`src/rtl/draw_rect_ctl_bounce.sv`:
```
// rtl/draw_rect_ctl_bounce.sv - mouse-released rectangle that falls, bounces on the floor and comes to rest
//
// Purpose: while idle the rectangle follows the mouse (clamped to the screen).
// A left click releases it. It then falls under constant gravity and rebounds
// off the floor, losing energy on each bounce, until the rebound is too weak
// and it comes to rest. A further click returns it to mouse tracking.
//
// Ports:
//   clk          in   pixel clock, all state updates on the rising edge
//   rst_n        in   asynchronous active-low reset
//   mouse_left   in   left button level
//   mouse_xpos   in   [11:0] mouse x
//   mouse_ypos   in   [11:0] mouse y
//   xpos         out  [11:0] rectangle top-left x, registered
//   ypos         out  [11:0] rectangle top-left y, registered
//   state        out  [1:0]  IDLE=0, FALL=1, RISE=2, REST=3
//   step         out  one-cycle pulse on each physics step
//
// Build option: define DRAW_RECT_CTL_SYNC_EN to pass mouse_left through a
// two-flop synchroniser before edge detection (adds 2 clk of click latency).

module draw_rect_ctl_bounce #(
  parameter int X_MAX        = 800,
  parameter int Y_MAX        = 600,
  parameter int RECT_W       = 48,
  parameter int RECT_H       = 64,
  parameter int TICK_DIV     = 400000,
  parameter int GRAVITY      = 1,
  parameter int V_MAX        = 40,
  parameter int BOUNCE_SHIFT = 2,
  parameter int V_MIN        = 2
) (
  input  logic        clk,
  input  logic        rst_n,
  input  logic        mouse_left,
  input  logic [11:0] mouse_xpos,
  input  logic [11:0] mouse_ypos,
  output logic [11:0] xpos,
  output logic [11:0] ypos,
  output logic [1:0]  state,
  output logic        step
);

  localparam int CNT_W = $clog2(TICK_DIV);
  localparam logic [11:0] FLOOR = 12'(Y_MAX - RECT_H);
  localparam logic [11:0] XLIM  = 12'(X_MAX - RECT_W);
  localparam logic [11:0] GRAV  = 12'(GRAVITY);
  localparam logic [11:0] VMAX  = 12'(V_MAX);
  localparam logic [11:0] VMIN  = 12'(V_MIN);
  localparam logic [CNT_W-1:0] CNT_LAST = CNT_W'(TICK_DIV - 1);

  typedef enum logic [1:0] {IDLE = 2'd0, FALL = 2'd1, RISE = 2'd2, REST = 2'd3} state_e;

  state_e            state_q, state_d;
  logic [11:0]       x_q, x_d, y_q, y_d, v_q, v_d;
  logic [CNT_W-1:0]  cnt_q, cnt_d;
  logic              step_q, step_d;
  logic              btn_q;
  logic              btn;

`ifdef DRAW_RECT_CTL_SYNC_EN
  logic [1:0] sync_q;
  always_ff @(posedge clk or negedge rst_n) begin
    if (!rst_n) sync_q <= 2'b00;
    else        sync_q <= {sync_q[0], mouse_left};
  end
  assign btn = sync_q[1];
`else
  assign btn = mouse_left;
`endif

  logic        click, moving, tick_wrap, floor_hit, weak_rebound;
  logic [12:0] y_sum, v_inc;
  logic [11:0] rebound, mx_clamp, my_clamp;

  assign click        = btn & ~btn_q;
  assign moving       = (state_q == FALL) || (state_q == RISE);
  assign tick_wrap    = moving && (cnt_q == CNT_LAST);
  // 13-bit sum so a fast fall near the bottom cannot wrap past the floor test
  assign y_sum        = {1'b0, y_q} + {1'b0, v_q};
  assign v_inc        = {1'b0, v_q} + {1'b0, GRAV};
  assign floor_hit    = y_sum >= {1'b0, FLOOR};
  assign rebound      = v_q - (v_q >> BOUNCE_SHIFT);
  assign weak_rebound = rebound < VMIN;
  assign mx_clamp     = (mouse_xpos > XLIM)  ? XLIM  : mouse_xpos;
  assign my_clamp     = (mouse_ypos > FLOOR) ? FLOOR : mouse_ypos;

  // State register
  always_ff @(posedge clk or negedge rst_n) begin
    if (!rst_n) begin
      state_q <= IDLE;
      x_q     <= '0;
      y_q     <= '0;
      v_q     <= '0;
      cnt_q   <= '0;
      step_q  <= 1'b0;
      btn_q   <= 1'b0;
    end else begin
      state_q <= state_d;
      x_q     <= x_d;
      y_q     <= y_d;
      v_q     <= v_d;
      cnt_q   <= cnt_d;
      step_q  <= step_d;
      btn_q   <= btn;
    end
  end

  // Next-state logic: motion states change only on a physics step,
  // IDLE and REST change only on a click edge.
  always_comb begin
    state_d = state_q;
    case (state_q)
      IDLE: if (click) state_d = FALL;
      FALL: if (tick_wrap && floor_hit) state_d = weak_rebound ? REST : RISE;
      RISE: if (tick_wrap && (v_q <= GRAV)) state_d = FALL;
      REST: if (click) state_d = IDLE;
      default: state_d = IDLE;
    endcase
  end

  // Datapath and output next values
  always_comb begin
    x_d    = x_q;
    y_d    = y_q;
    v_d    = v_q;
    cnt_d  = cnt_q;
    step_d = 1'b0;
    case (state_q)
      IDLE: begin
        x_d = mx_clamp;
        y_d = my_clamp;
        if (click) begin
          v_d   = '0;
          cnt_d = '0;
        end
      end
      FALL: begin
        cnt_d = tick_wrap ? '0 : cnt_q + 1'b1;
        if (tick_wrap) begin
          step_d = 1'b1;
          if (floor_hit) begin
            y_d = FLOOR;
            v_d = weak_rebound ? 12'd0 : rebound;
          end else begin
            y_d = y_sum[11:0];
            v_d = (v_inc > {1'b0, VMAX}) ? VMAX : v_inc[11:0];
          end
        end
      end
      RISE: begin
        cnt_d = tick_wrap ? '0 : cnt_q + 1'b1;
        if (tick_wrap) begin
          step_d = 1'b1;
          y_d    = (y_q > v_q) ? y_q - v_q : 12'd0;
          v_d    = (v_q <= GRAV) ? 12'd0 : v_q - GRAV;
        end
      end
      default: ;
    endcase
  end

  // Outputs
  always_comb begin
    xpos  = x_q;
    ypos  = y_q;
    state = state_q;
    step  = step_q;
  end

endmodule

```
`config.mk`:
```
export PLATFORM = sky130hd
export DESIGN_NAME = draw_rect_ctl_bounce
export DESIGN_NICKNAME = d
export VERILOG_FILES = /design/src/rtl/draw_rect_ctl_bounce.sv
export SDC_FILE = /design/constraint.sdc
export NUM_CORES = 1
export LEC_CHECK = 0
export CORE_MARGIN = 3
export CORE_UTILIZATION = 30
export CTS_CLUSTER_DIAMETER = 150
export DETAILED_ROUTE_END_ITERATION = 8
export GPL_TIMING_DRIVEN = 0
export SLEW_MARGIN = 20
export SYNTH_ARGS = -nofsm -noshare
export SYNTH_HDL_FRONTEND = slang
export SYNTH_SLANG_ARGS = --single-unit
```
`constraint.sdc`:
```
create_clock -name clk -period 3.1 [get_ports clk]
set_clock_uncertainty 0.15 [all_clocks]
set_input_delay 0.31 -clock clk [delete_from_list [all_inputs] [get_ports clk]]
set_output_delay 0.31 -clock clk [all_outputs]
set_load 0.05 [all_outputs]
```
==> run summary <==
PnR worst setup slack -> -0.155 ns
CP Data Arrival Time -> 3.35 ns
Mapped Nets -> 759
# setup viols final -> 21
Ant diodes -> 0
First-pass iteration count of the detailed router -> 5
Async S/R FF share, synth -> 100%
CP required -> 3.20 ns
Global-route wire length before repair -> 29.6 mm
Wire per inst -> 18.3 um
Antenna violations before repair -> 0
Final min period -> 3.25 ns
Final nets -> 879
Layout cells sized above 1 -> 28.0%
Crit-path max FO -> 5
CTS tree -> yes
Clock Sinks -> 59
Cell Area, Synth -> 0.00548 mm2
Area Overhead vs Synth -> 45.2%
Synth unique cells -> 76
Synth top area cells -> dfrtp_1, ha_1, o21ai_0
Pwr Density -> 233 mW/mm2
CTS Buffer Depth -> 2
Post-synthesis sequential area ratio -> 26.9%
Ports -> 54
Ys flop type -> dfrtp_1
Total track usage -> 18.2%
Post-synth EDFFs -> 0
Max VDD drop -> 0.260 mV
Pins Over Slew Limit -> 0
Gp weighted congestion -> 0.917
Iter 0 DRT Violations -> 472
Share of the synthesized area in the top cell type -> 26.9%
Detailed Place HPWL -> 12.9 mm
Cells after Synth -> 685
Initial Util -> 31.1%
Die width -> 141 um
Vias in the first global route -> 5617
Row count -> 48
H-Tree Depth -> 3
Crit. End Element -> flop
Reg clk slew, reported paths -> 0.06 ns
Largest net degree at the start of global routing -> 54
Crit path kind -> reg2reg
Failing checks -> negative setup slack
Drt drc -> 0
Setup crit start -> v_q[4]
Slew at the pin closest to its max-slew limit -> 0.769 ns
PortBufs -> 53
Syn_area_per_cell -> 8.00 um2
Hold_ws -> 0.173 ns
Commonest non-fill, non-tap cell in the layout -> nor2_1
Final cycle utilization of the critical path -> 105%
Die ar. -> 0.0199 mm2
WL final -> 18.9 mm
CTS buffer count -> 9
Synth Warn # -> 0
Via count -> 5963
GR Overflow Total -> 0
CORE AREA -> 0.0176 mm2
Final ANT Viol Nets -> 0
F_max -> 307 MHz
Post-Place Setup Slack -> -0.831 ns
Worst R2R Start -> v_q[4]
Die span in y -> 141 um
Worst skew pair latency -> 0.34 ns
Hold Fails Final Rpt -> 0
CTS root buf -> clkbuf_16
Flops & latches, synth -> 59
HP Class -> in2async
Max-Cap Viols -> 0
Most frequent cells in the layout -> nor2_1, nand2_1, buf_4, clkdlybuf4s50_1, o21ai_0
Relative slew slack -> 48.7%
RSZ-0062 raised after global routing -> true
Startpoint Class -> flop
Yosys top cell by area -> dfrtp_1
Number of fill cells in the layout -> 1608
Outcome -> complete, but fails checks
Leakage -> 3.16 nW
Vias per cell -> 5.76
## per-layer routing
metal	vias to the layer above	wire, um	track usage [%]
met2	277	9090	30.4
met5	-	0	0
met1	2857	8080	24.1
li1	2798	-	-
met3	31	1360	2.99
met4	0	400	5.66
## power by group
part	internal, mW	total (mW)	switching (mW)
combinational	0.0651	0.130	0.0645
clock	0.581	0.946	0.365
sequential	0.773	0.777	0.00366
## synthesized netlist by cell type, types with 5 or more instances
master,number
a211oi_1,5
a21o_1,6
a21oi_1,46
a31oi_1,13
and2_1,7
and3_1,8
buf_2,8
clkbuf_1,20
dfrtp_1,59
ha_1,44
inv_1,35
nand2_1,57
nand2b_1,10
nand3_1,23
nand4_1,16
nor2_1,62
nor2b_1,10
nor3_1,18
nor3b_1,5
nor4_1,11
o2111ai_1,6
o211ai_1,10
o21a_1,7
o21ai_0,47
o21ai_1,5
o22a_1,5
o22ai_1,5
o31ai_1,14
or2_2,5
or3_1,12
xnor2_1,9
xor2_1,12
## logic make-up after synthesis
family,synth area share [%]
adder cells (fa/ha/maj),11.1
AND/OR/NAND/NOR,25.1
AO/OA/AOI/OAI,27.7
multiplexers,0.731
XOR/XNOR,3.36
buffers and inverters,4.98
flip-flops,26.9
## worst paths after layout
kind | end | slack, ns | depth (start not counted)
hold / removal | ypos[1] | 0.17 | 2
min in group clk | btn_q | 0.31 | 1
setup reg to reg | v_q[4] | -0.15 | 13
max in group asynchronous | v_q[7] | 2.11 | 3
hold reg to reg | xpos[10] | 0.34 | 1
setup / recovery | v_q[4] | -0.15 | 13
## registers in the layout, indices dropped and copies added (netlist names)
register  count
cnt_q        19
v_q          12
xpos         12
ypos         12
state         2
btn_q         1
step          1
## cell type report
class / count / area, um2 / area share [%]
multi-input combinational: 558 / 4470 / 56.1
clock inverter: 4 / 25.0 / 0.315
sequential: 59 / 1500 / 18.8
buffer: 22 / 155 / 1.95
tap: 225 / 282 / 3.54
timing repair buffer: 118 / 1100 / 13.8
clock buffer: 12 / 256 / 3.22
inverter: 37 / 173 / 2.17
## through the flow
stage	utilization [%]	area (um2)	TNS (ns)	power, mW	instances
detailed placement	36.0	6330	-17.08	0.896	964
floorplan	-	5500	0	0.826	685
global route	45.2	7960	-3.63	1.91	1035
finish	45.2	7960	-1.96	1.85	1035
CTS	42.6	7490	-1.77	1.86	1025
global placement	35.8	6310	-49.69	0.892	963
## worst max-delay path, stage by stage, from the launching register on
cell and delay (ns):
dfrtp_1 0.39, buf_6 0.14, inv_8 0.05, ha_4 0.20
or4_4 0.55, a311oi_4 0.34, buf_4 0.20, o31ai_4 0.07
a21boi_4 0.23, a31o_4 0.20, buf_6 0.11, and4_4 0.27
a221oi_2 0.08, a221oi_2 0.18
## what timing repair did
action	in CTS	in global routing
cloned	1	0
pin swaps	39	46
endpoints found under the setup margin	26	26
hold buffers	1	0
buffers inserted	46	17
endpoints found under the hold margin	59	0
gates resized for setup	114	77
No activity file was read; power rests on OpenSTA's default activity.
